`config.mk`:
```
export PLATFORM = sky130hd
export DESIGN_NAME = spell_loader
export DESIGN_NICKNAME = d
export VERILOG_FILES = /design/src/rtl/spell_loader_pkg.sv /design/src/rtl/spell_loader.sv
export SDC_FILE = /design/constraint.sdc
export NUM_CORES = 1
export LEC_CHECK = 0
export CAP_MARGIN = 20
export CORE_UTILIZATION = 40
export DETAILED_ROUTE_END_ITERATION = 7
export PLACE_DENSITY_LB_ADDON = 0.05
export SLEW_MARGIN = 10
export SYNTH_ARGS = -nofsm -noshare
export SYNTH_HDL_FRONTEND = slang
export SYNTH_SLANG_ARGS = --single-unit
```
`constraint.sdc`:
```
create_clock -name clk -period 3.6 [get_ports clk]
set_input_delay 0.36 -clock clk [delete_from_list [all_inputs] [get_ports clk]]
set_output_delay 0.36 -clock clk [all_outputs]
set_load 0.02 [all_outputs]
```
`src/rtl/spell_loader_pkg.sv`:
```
// Shared encodings for the debug-port spell loader: host op codes,
// core register selects and the controller state encoding.
package spell_loader_pkg;

  typedef enum logic [1:0] {
    OP_LOAD     = 2'd0,
    OP_DUMP     = 2'd1,
    OP_RUN      = 2'd2,
    OP_RESERVED = 2'd3
  } op_e;

  typedef enum logic [1:0] {
    SEL_PC        = 2'd0,
    SEL_SP        = 2'd1,
    SEL_EXEC      = 2'd2,
    SEL_STACK_TOP = 2'd3
  } sel_e;

  typedef enum logic [2:0] {
    ST_IDLE    = 3'd0,
    ST_SHIFT   = 3'd1,
    ST_LOAD    = 3'd2,
    ST_DUMP    = 3'd3,
    ST_CAPTURE = 3'd4,
    ST_RUN     = 3'd5
  } state_e;

  // Index of the last serial bit of a byte; reaching it closes a shift/sample phase.
  localparam logic [2:0] LAST_BIT = 3'd7;

endpackage

```
`src/rtl/spell_loader.sv`:
```
// Host-command front end for a core's serial debug port. LOAD shifts a byte
// MSB first and strobes dbg_load, DUMP strobes dbg_dump and captures the byte
// the core shifts back after DUMP_LAT cycles, RUN pulses dbg_run with a step bit.
module spell_loader
  import spell_loader_pkg::*;
#(
  parameter int DUMP_LAT = 2
) (
  input  logic       clk,
  input  logic       rst_n,
  input  logic       cmd_valid,
  output logic       cmd_ready,
  input  logic [1:0] cmd_op,
  input  logic [1:0] cmd_sel,
  input  logic [7:0] cmd_data,
  output logic       rsp_valid,
  output logic [7:0] rsp_data,
  output logic       dbg_shift_out,
  output logic       dbg_load,
  output logic       dbg_dump,
  output logic       dbg_run,
  output logic       dbg_step,
  output logic [1:0] dbg_sel,
  input  logic       dbg_shift_in
);

  // The DUMP cycle itself covers one cycle of the core latency; CAPTURE idles for the rest.
  localparam int                WAIT_W    = (DUMP_LAT > 1) ? $clog2(DUMP_LAT) : 1;
  localparam logic [WAIT_W-1:0] WAIT_INIT = WAIT_W'(DUMP_LAT - 1);

  state_e            r_state;
  logic [7:0]        r_shift;
  logic [2:0]        r_bit_cnt;
  logic [WAIT_W-1:0] r_wait_cnt;
  logic              r_shift_out;
  logic              r_load;
  logic              r_dump;
  logic              r_run;
  logic              r_step;
  logic [1:0]        r_sel;
  logic              r_rsp_valid;
  logic [7:0]        r_rsp_data;

  logic              w_accept;
  logic [7:0]        w_capture_byte;

  // cmd_ready is a pure function of state, so a held cmd_valid simply waits for IDLE.
  assign cmd_ready      = (r_state == ST_IDLE);
  assign w_accept       = cmd_valid && cmd_ready;
  assign w_capture_byte = {r_shift[6:0], dbg_shift_in};

  assign dbg_shift_out = r_shift_out;
  assign dbg_load      = r_load;
  assign dbg_dump      = r_dump;
  assign dbg_run       = r_run;
  assign dbg_step      = r_step;
  assign dbg_sel       = r_sel;
  assign rsp_valid     = r_rsp_valid;
  assign rsp_data      = r_rsp_data;

  // Command sequencer: state, shared shift/capture register, counters and registered outputs.
  always_ff @(posedge clk or negedge rst_n) begin
    if (!rst_n) begin
      r_state     <= ST_IDLE;
      r_shift     <= '0;
      r_bit_cnt   <= '0;
      r_wait_cnt  <= '0;
      r_shift_out <= 1'b0;
      r_load      <= 1'b0;
      r_dump      <= 1'b0;
      r_run       <= 1'b0;
      r_step      <= 1'b0;
      r_sel       <= '0;
      r_rsp_valid <= 1'b0;
      r_rsp_data  <= '0;
    end else begin
      // Strobes are single-cycle unless a state re-asserts them below.
      r_load      <= 1'b0;
      r_dump      <= 1'b0;
      r_rsp_valid <= 1'b0;
      case (r_state)
        ST_IDLE: begin
          if (w_accept) begin
            r_sel     <= cmd_sel;
            r_bit_cnt <= '0;
            case (op_e'(cmd_op))
              OP_LOAD: begin
                r_state     <= ST_SHIFT;
                r_shift     <= cmd_data;
                r_shift_out <= cmd_data[7];
              end
              OP_DUMP: begin
                r_state <= ST_DUMP;
                r_dump  <= 1'b1;
              end
              OP_RUN: begin
                r_state <= ST_RUN;
                r_run   <= 1'b1;
                r_step  <= cmd_data[0];
              end
              default: r_state <= ST_IDLE;
            endcase
          end
        end
        ST_SHIFT: begin
          if (r_bit_cnt == LAST_BIT) begin
            r_state     <= ST_LOAD;
            r_load      <= 1'b1;
            r_shift_out <= 1'b0;
            r_bit_cnt   <= '0;
          end else begin
            r_bit_cnt   <= r_bit_cnt + 3'd1;
            r_shift     <= {r_shift[6:0], 1'b0};
            r_shift_out <= r_shift[6];
          end
        end
        ST_LOAD: begin
          r_state <= ST_IDLE;
        end
        ST_DUMP: begin
          r_state    <= ST_CAPTURE;
          r_wait_cnt <= WAIT_INIT;
        end
        ST_CAPTURE: begin
          if (r_wait_cnt != '0) begin
            r_wait_cnt <= r_wait_cnt - WAIT_W'(1);
          end else begin
            r_shift <= w_capture_byte;
            if (r_bit_cnt == LAST_BIT) begin
              r_state     <= ST_IDLE;
              r_bit_cnt   <= '0;
              r_rsp_data  <= w_capture_byte;
              r_rsp_valid <= 1'b1;
            end else begin
              r_bit_cnt <= r_bit_cnt + 3'd1;
            end
          end
        end
        ST_RUN: begin
          // First RUN cycle drops dbg_run; the second holds it low and leaves.
          if (r_bit_cnt == 3'd0) begin
            r_run     <= 1'b0;
            r_bit_cnt <= 3'd1;
          end else begin
            r_step    <= 1'b0;
            r_bit_cnt <= '0;
            r_state   <= ST_IDLE;
          end
        end
        default: r_state <= ST_IDLE;
      endcase
    end
  end

endmodule

```
==> results.md, run 1 <==
- First-pass GRT wire length: 5220 microns
- Starting Density: 0.426
- Die area: 4210 sq um
- CTS tree: done
- Synth warn: 0
- Fin worst setup slack: 1.32 ns
- Largest net degree at the start of global routing: 31
- RSZ-0062 raised after global routing: no
- Reg-to-Reg End: rsp_data[5]$_DFFE_PN0P_
- Critical Path RT: 3.24 ns
- Kind of cell adding the most delay to the critical path: flip-flops
- Clk slew on worst S/H paths: 0.06 ns
- Post-CTS setup repair buffer count: 0
- Final WL: 3110 microns
- GRT Overall Usage: 0.170
- Mean area per synthesized cell: 12.8 sq um
- # IOs: 33
- # hold bufs at CTS: 0
- Critical Path AT: 1.92 ns
- Fmax: 0.439 GHz
- Crit path max-delay cell type: dfrtp_1
- Outcome: completed
- Synthesized instance count: 124
- Routability cong.: 0.802
- Core ar.: 3720 sq um
- DP HPWL: 2180 microns
- Dpl cells: 200
- Setup TNS: 0 ns
- Drt wl/cell: 15.0 microns
- Slew Limit Fails: 0
- Final hold viol count: 0
- Buf+Inv Stages, Crit Path: 1
- Die height: 64.9 microns
- Comb pwr share: 0.420
- Sw frac: 0.355
- Measured slew at the worst slew-check pin: 0.823 ns
- Drt pass-1 iters: 4
- Worst reg2reg startpoint: r_state[2]$_DFFE_PN0P_
- Slowest stage delay, CP: 0.68 ns
- Flop2flop setup slack: 1.54 ns
- VDD IR-drop max: 0.355 mV
- Ant diodes: 0
- Finished Layout Cells: 207
- Period utilization: 0.633
- Layout overhead on the synthesized area: 28.7%
- Total gr overflow: 0
- Max Cap Viol: 0
- 1st-iter DRT viols: 37
- Via density: 5.13
- Quantity of I/O buffers inserted on ports: 32
- Share of cells above drive strength 1: 0.270
- Worst Path Max Fanout: 17
- Row Count: 22
- Commonest cells after routing, fill and taps aside: 32 x clkdlybuf4s50_1, 30 x dfrtp_1, 18 x mux2_2
- Via count: 1,062
- Num Clock Sinks: 30
- Root Driver: clkbuf_8
- Minimum hold slack: 0.476 ns
- Vias in the first global route: 1,056
- Nets: 179
- Final Critical Period: 2.28 ns
- Commonest non-fill, non-tap cell in the layout: clkdlybuf4s50_1
- TritonCTS Buffers: 5
- Post-route ant nets: 0
- CTS H-Tree Depth: 2
- Clock Skew: 0.00372 ns
- Worst skew pair latency: 0.28 ns
- Residual DRC: 0
- Clk pwr share: 0.214
- Finished Cell Area: 2040 sq um
- Clk buf depth: 2
- Setup violators final: 0
- Pint: 1.04 mW
- Placed Instance Area: 1920 sq um
- Seq cells post-synth: 30
- Pwr Total: 1.61 mW
- Max_slew headroom: 0.451
- Die Wd: 64.9 microns
- Critical Path Source Type: flop
- Mapped cell area: 1580 sq um
- Post-synthesis cell type count: 35
- Worst min-delay path class: in2async
- Number of antenna violations at the first check in global routing: 0
- Kind of critical path: reg2out
- Critical-path cell list: nor3_4 -> clkdlybuf4s50_1
- R2R depth: 3
- Leakage: 0.871 nW
- Power density over the cells: 789 nW/um^2
- Sequential share of power: 0.366
- # resized after CTS: 0
- Final core occ: 0.548
- Syn_nets: 144
- Post-place setup slack: 1.47 ns
- Crit end category: primary output
- Switching power: 0.569 mW
- Register area share after synthesis: 0.475
==> power groups by stage <==
| stage | combinational [mW] | clock (mW) | sequential, mW |
|---|---|---|---|
| 2_1_floorplan | 0.565 | 0 | 0.536 |
| 6_report | 0.675 | 0.343 | 0.588 |
| 3_5_place_dp | 0.678 | 0 | 0.591 |
| 4_1_cts | 0.683 | 0.354 | 0.587 |
| 3_3_place_gp | 0.661 | 0 | 0.586 |
| 5_1_grt | 0.736 | 0.367 | 0.606 |
==> cells by family after synthesis <==
kind of cell,share of synthesized area
fa+ha+maj,0.0316
xor+xnor,0.0174
simple gates,0.144
buf+inv,0.0435
flops,0.475
mux,0.198
compound gates,0.0910
==> cells in the mapped netlist, drive strengths merged <==
master,count,area [sq um]
a21oi,5,25.0
a22oi,1,7.51
buf,5,46.3
dfrtp,30,751
ha,4,50.1
inv,6,22.5
mux2,24,293
mux2i,2,20.0
nand2,5,18.8
nand2b,1,13.8
nand3,1,5.00
nand3b,3,22.5
nand4,1,6.26
nor2,6,37.5
nor2b,3,18.8
nor3,3,42.5
nor3b,4,41.3
nor4,2,12.5
nor4b,1,8.76
o211ai,1,7.51
o21a,1,7.51
o21ai,10,50.1
o311ai,1,16.3
o31a,1,8.76
o31ai,1,12.5
o41ai,1,8.76
xnor2,1,27.5
==> final cells by class <==
type	instances	area, sq um
Fill cell	337	1680
Multi-Input combinational cell	83	762
Sequential cell	30	751
Timing Repair Buffer	33	328
Clock buffer	6	82.6
Tap cell	48	60.1
Clock inverter	1	30.0
Inverter	6	22.5
==> worst max path at each step <==
| stage | start | end | depth (start not counted) |
|---|---|---|---|
| after floorplan | r_state[2]$_DFFE_PN0P_ | dbg_step$_DFFE_PN0P_ | 5 |
| after global placement | cmd_op[0] | r_shift[4]$_DFFE_PN0P_ | 5 |
| after detailed placement | cmd_op[0] | r_shift[5]$_DFFE_PN0P_ | 5 |
| after CTS | r_state[0]$_DFFE_PN0P_ | cmd_ready | 2 |
| after global routing | r_state[2]$_DFFE_PN0P_ | cmd_ready | 2 |
| final | r_state[0]$_DFFE_PN0P_ | cmd_ready | 2 |
==> metal layers <==
layer	routed length [microns]	part of all wire	GRT usage
met1	1540	0.50	0.234
met3	156	0.050	0.0546
met2	1370	0.44	0.240
met4	42	0.014	0.0778
met5	0	0	0
==> registers in the layout, summed over array words and instances, names as in the netlist <==
| signal | cells |
|---|---|
| rsp_data | 8 |
| r_shift | 7 |
| r_bit_cnt | 3 |
| r_state | 3 |
| dbg_sel | 2 |
| dbg_dump | 1 |
| dbg_load | 1 |
| dbg_run | 1 |
| dbg_shift_out | 1 |
| dbg_step | 1 |
| r_wait_cnt | 1 |
| rsp_valid | 1 |
(Power assumes the default switching activity.)
==> run 2, diff against run 1 <==
==> constraint.sdc (replaced) <==
create_clock -name clk -period 2 [get_ports clk]
set_input_delay 0.2 -clock clk [delete_from_list [all_inputs] [get_ports clk]]
set_output_delay 0.2 -clock clk [all_outputs]
set_load 0.02 [all_outputs]
==> run 2 against run 1 <==
Effect of this change: sequential share of layout area is 0.80 points lower; via count up 5.9%; non-clock buffer count grew 8; highest routed layer unchanged; sequential power increased by 61%; critical endpoint is now r_state[2]$_DFFE_PN0P_; worst setup slack worse by 1.1 ns; worst hold slack got worse by 0.17 ns; routed wire length shrank 0.74%.
==> results.md, run 2 (synthesis gave the netlist of run 1 again) <==
- Post-route ant nets: 0 (unchanged)
- Pwr Total: 2.84 mW (+77%)
- CTS tree: done
- Worst reg2reg startpoint: r_bit_cnt[0]$_DFFE_PN0P_
- Setup violators final: 0 (unchanged)
- Quantity of I/O buffers inserted on ports: 32 (unchanged)
- Layout overhead on the synthesized area: 31.6%
- Critical Path Source Type: flop
- Max Cap Viol: 0 (unchanged)
- First-pass GRT wire length: 5170 microns (-1.1%)
- Die area: 4210 sq um (unchanged)
- Crit path max-delay cell type: dfrtp_1
- Fmax: 0.570 GHz
- Outcome: completed
- Via density: 5.21 (+1.5%)
- Critical Path RT: 2.17 ns (-1.07 ns)
- Commonest cells after routing, fill and taps aside: 31 x clkdlybuf4s50_1, 30 x dfrtp_1, 18 x mux2_2
- Power density over the cells: 1360 nW/um^2 (+73%)
- Nets: 187 (+4.5%)
- Leakage: 0.913 nW (+4.8%)
- Levels on crit path: 6 (+4)
- Buf+Inv Stages, Crit Path: 0 (-1)
- Worst skew pair latency: 0.28 ns (about the same)
- Clk slew on worst S/H paths: 0.07 ns (about the same)
- Kind of cell adding the most delay to the critical path: adder cells
- Slew Limit Fails: 0 (unchanged)
- Starting Density: 0.426 (unchanged)
- Routability cong.: 0.852 (+6.2%)
- Core ar.: 3720 sq um (unchanged)
- CTS H-Tree Depth: 2 (unchanged)
- Clock Skew: 0.00857 ns (+0.00485 ns)
- Final hold viol count: 0 (unchanged)
- Via count: 1,125 (+5.9%)
- Total gr overflow: 0 (unchanged)
- Drt wl/cell: 14.3 microns (-4.9%)
- Post-CTS setup repair buffer count: 0 (unchanged)
- Clk buf depth: 2 (unchanged)
- VDD IR-drop max: 0.676 mV (+91%)
- Flop2flop setup slack: 0.24 ns (-1.30 ns)
- Commonest non-fill, non-tap cell in the layout: clkdlybuf4s50_1
- Residual DRC: 0 (unchanged)
- Critical-path cell list: ha_1 -> ha_1 -> nand3b_1 -> nand3b_1 -> o21ai_1 -> mux2_2
- # IOs: 33 (unchanged)
- Critical Path AT: 1.93 ns (about the same)
- Vias in the first global route: 1,082 (+2.5%)
- DP HPWL: 2260 microns (+3.6%)
- RSZ-0062 raised after global routing: no
- Die Wd: 64.9 microns (unchanged)
- Final Critical Period: 1.76 ns
- Max_slew headroom: 0.706 (+0.255)
- Worst min-delay path class: in2async
- R2R depth: 6 (+3)
- Crit end category: flop
- Max reg flops: 8 (unchanged)
- Worst Path Max Fanout: 3 (-14)
- Final WL: 3090 microns (-0.74%)
- Reg-to-Reg End: r_state[2]$_DFFE_PN0P_
- Row Count: 22 (unchanged)
- Share of cells above drive strength 1: 0.310 (+0.0391)
- Measured slew at the worst slew-check pin: 0.438 ns (-0.385 ns)
- 1st-iter DRT viols: 42 (+14%)
- Num Clock Sinks: 30 (unchanged)
- Slowest stage delay, CP: 0.41 ns (-0.27 ns)
- Root Driver: clkbuf_8
- TritonCTS Buffers: 5 (unchanged)
- Die height: 64.9 microns (unchanged)
- Drt pass-1 iters: 4 (unchanged)
- Number of antenna violations at the first check in global routing: 0 (unchanged)
- Ant diodes: 0 (unchanged)
- Period utilization: 0.878
- Largest net degree at the start of global routing: 31 (unchanged)
- Setup TNS: 0 ns (unchanged)
- Kind of critical path: reg2reg
- GRT Overall Usage: 0.167 (-0.00288)
[run 2: cell types whose count changed in the layout (fill, tap and decap cells not counted), sizes merged]
cell,delta
dlymetal6s2s,+1
clkinv,+1
bufinv,-1
buf,+8
clkdlybuf4s50,-1
clkinvlp,+1
[run 2: worst register-to-register path: stages (launching register included)]
cell and delay (ns):
dfrtp_1 0.41, ha_1 0.24, ha_1 0.22, nand3b_1 0.16
nand3b_1 0.13, o21ai_1 0.14, mux2_2 0.35
[run 2: how the worst max path moves through the flow]
stage	startpoint	to	slack, ns
after floorplan	r_state[2]$_DFFE_PN0P_	dbg_step$_DFFE_PN0P_	0.40
after global placement	cmd_valid	r_shift[4]$_DFFE_PN0P_	0.1
after detailed placement	cmd_valid	r_shift[4]$_DFFE_PN0P_	0.02
after CTS	r_state[0]$_DFFE_PN0P_	cmd_ready	0.02
after global routing	r_bit_cnt[0]$_DFFE_PN0P_	r_state[2]$_DFFE_PN0P_	0.16
final	r_bit_cnt[0]$_DFFE_PN0P_	r_state[2]$_DFFE_PN0P_	0.24
[run 2: final cells by class]
type	instances	area, sq um
Multi-Input combinational cell	83	762
Inverter	6	22.5
Timing Repair Buffer	41	390
Sequential cell	30	751
Tap cell	48	60.1
Clock buffer	6	82.6
Fill cell	347	1640
Clock inverter	2	12.5
[run 2: stage by stage]
| step | cell area, sq um | util | cells | hold slack [ns] | worst slack, ns |
|---|---|---|---|---|---|
| finish | 2080 | 0.560 | 216 | 0.302 | 0.245 |
| global placement | 1980 | 0.534 | 208 | 0.485 | 0.0960 |
| floorplan | 1580 | - | 124 | -0.0956 | 0.400 |
| detailed placement | 1980 | 0.534 | 208 | 0.496 | 0.0234 |
| CTS | 2080 | 0.559 | 216 | 0.318 | 0.0227 |
| global route | 2080 | 0.560 | 216 | 0.343 | 0.160 |
[run 2: where the power goes]
| part | leakage, nW | internal [mW] | switching, mW |
|---|---|---|---|
| combinational | 0.482 | 0.726 | 0.653 |
| sequential | 0.384 | 0.792 | 0.157 |
| clock | 0.0472 | 0.276 | 0.236 |
| total | 0.913 | 1.79 | 1.05 |
[run 2: what timing repair did]
item | 4_1_cts | 5_1_grt
gates resized for setup | 0 | 1
setup endpoints to repair | 0 | 1
hold buffers | 0 | 0
[run 2: routing by layer]
metal / global-route usage / vias up / wire length [microns]
met5: 0 / - / 0
met4: 0.0500 / 0 / 27
met3: 0.0475 / 3 / 194
met2: 0.253 / 38 / 1380
met1: 0.230 / 553 / 1490
li1: - / 531 / -
==> edit: new RTL, settings of run 2 <==
`DUMP_LAT`: 2 -> 4.
--- a/src/rtl/spell_loader.sv
+++ b/src/rtl/spell_loader.sv
@@ -4,7 +4,7 @@
 module spell_loader
   import spell_loader_pkg::*;
 #(
-  parameter int DUMP_LAT = 2
+  parameter int DUMP_LAT = 4
 ) (
   input  logic       clk,
   input  logic       rst_n,
Behaviour: same outputs for any inputs over 10 cycles, from zero or initial values and one cycle with rst_n low; that may be too few to reach the edited logic, so the function may still have changed.
==> edit against run 2 <==
- synthesized area increased by 0.71%
- final area increased by 3.0%
- clock skew about the same
- critical path type unchanged
- power increased by 16%
- combinational power increased by 17%
- routed wire length increased by 6.3%
- critical path depth increased by 1
- first-iteration DRC count increased by 19%
- worst setup slack got worse by 110 ps
- highest routed layer unchanged
- hold slack improved by 6.0 ps
- sequential cell count increased by 1
- via count increased by 5.7%
- count of clock-buffer cells in the layout unchanged
==> edit: results (changes against run 2) <==
[global_route]
grt_util_met2_pct=29.8  ; +4.6 points
grt_pass1_wl_mm=5.68  ; +9.9%
grt_pass1_vias=1225  ; +13%
grt_use_total_pct=18.5  ; +1.8 points
use_met1_pct=22.6  ; -0.40 points
antenna_found_initial=0  ; unchanged
grt_max_degree=32  ; +3.2%
gr-usage-met3_pct=4.86  ; +0.11 points

[worst_setup_path]
cpPeakStageDelay_ps=390  ; -20 ps
ff2ff_path_depth=7  ; +1
cp_max_fo=7  ; +4
critPathArrivalTime_ps=2030  ; +100 ps
cp_top_family=simple AND/OR/NAND/NOR gates
worst_path_max_delay_cell=dfrtp_1

[placed_design]
place.gp.congestion=0.867  ; +1.8%
dp_slack_ps=-13.2  ; -36.6 ps
dp_hpwl_mm=2.40  ; +6.2%

[clock_network]
clk_pin_slew_ps=70  ; about the same
htreeDepth=2  ; unchanged
cts-root-buf=clkbuf_8
cts_buffers=5  ; unchanged

[timing]
tightest_slew_ps=383  ; -55.6 ps
fin_skew_ps=8.17  ; -0.405 ps

[synth]
async_flop_share_pct=100  ; unchanged
ys_types=36  ; +2.9%
ys_seq_area_share_pct=48.7  ; +1.2 points
ys_top_cells_by_count=dfrtp_1 (31), mux2_2 (23), inv_1 (12), nand2_1 (12), o21ai_0 (11)
synth_area_leaders=dfrtp_1 (49%), mux2_2 (16%), ha_1 (3.9%)
synth_warnings=0  ; unchanged
syn_nets=165  ; +15%

[route]
vias_per_cell=5.04  ; -3.3%
route.detailed.drc=0  ; unchanged
drt_iter0_drc=50  ; +19%
avgRoutedWirePerCell_um=13.9  ; -2.7%

[finish]
fillers=343  ; -1.2%
drive_gt1_share_pct=23.9  ; -7.0 points
largest_register_ffs=8  ; unchanged
finalNetCount=208  ; +11%

[pwr]
p_leak_nw=1.01  ; +11%
irDropWorstVdd_uv=653  ; -3.5%

[outcome]
run_status=completed

## edit: cells by family (layout without fill, tap and decap cells)
family	after synthesis	after routing	share of synthesized area, %
xor+xnor	1	1	0.550
compound gates	26	26	10.4
mux	25	25	17.5
fa+ha+maj	5	5	3.93
simple gates	39	39	14.1
flops	31	31	48.7
buf+inv	17	61	4.71
## edit: layout make-up
class | instances | share of cell area (%)
multi-input combinational | 96 | 34.6
inverter | 12 | 2.10
clock inverter | 2 | 1.63
tap | 48 | 2.80
sequential | 31 | 36.2
timing repair buffer | 41 | 18.8
clock buffer | 6 | 3.85
## edit: stage by stage
stage	area, um^2	instances
after floorplan	1590	144
after global placement	2000	227
after detailed placement	2000	227
after CTS	2120	235
after global routing	2140	236
final	2140	236
## edit: path summary, 6_finish.rpt
path	slack, ps	from	to
max	130	r_wait_cnt[0]$_DFFE_PN0P_	r_shift[6]$_DFFE_PN0P_
min	310	rst_n	rsp_data[1]$_DFFE_PN0P_
max reg2reg	130	r_wait_cnt[0]$_DFFE_PN0P_	r_shift[6]$_DFFE_PN0P_
min reg2reg	500	dbg_sel[1]$_DFFE_PN0P_	dbg_sel[1]$_DFFE_PN0P_
max in group asynchronous	1410	rst_n	rsp_valid$_DFF_PN0_
min in group clk	500	dbg_sel[1]$_DFFE_PN0P_	dbg_sel[1]$_DFFE_PN0P_
## edit: metal layers
| metal | up-vias | share of wire, % |
|---|---|---|
| met2 | 24 | 48 |
| met5 | - | 0 |
| met3 | 5 | 3.8 |
| met1 | 573 | 46 |
| met4 | 0 | 2.2 |
| li1 | 587 | - |
## edit: timing repair
item | 4_1_cts | 5_1_grt
gates resized for setup | 0 | 1
buffers inserted | 0 | 1
hold endpoints to repair | 0 | 0
endpoints found under the setup margin | 0 | 8
## edit: power breakdown
part / internal, W / total [W] / switching [W]
Combinational: 0.000869 / 0.00162 / 0.000754
Sequential: 0.000841 / 0.00103 / 0.000188
Clock: 0.000403 / 0.000636 / 0.000233
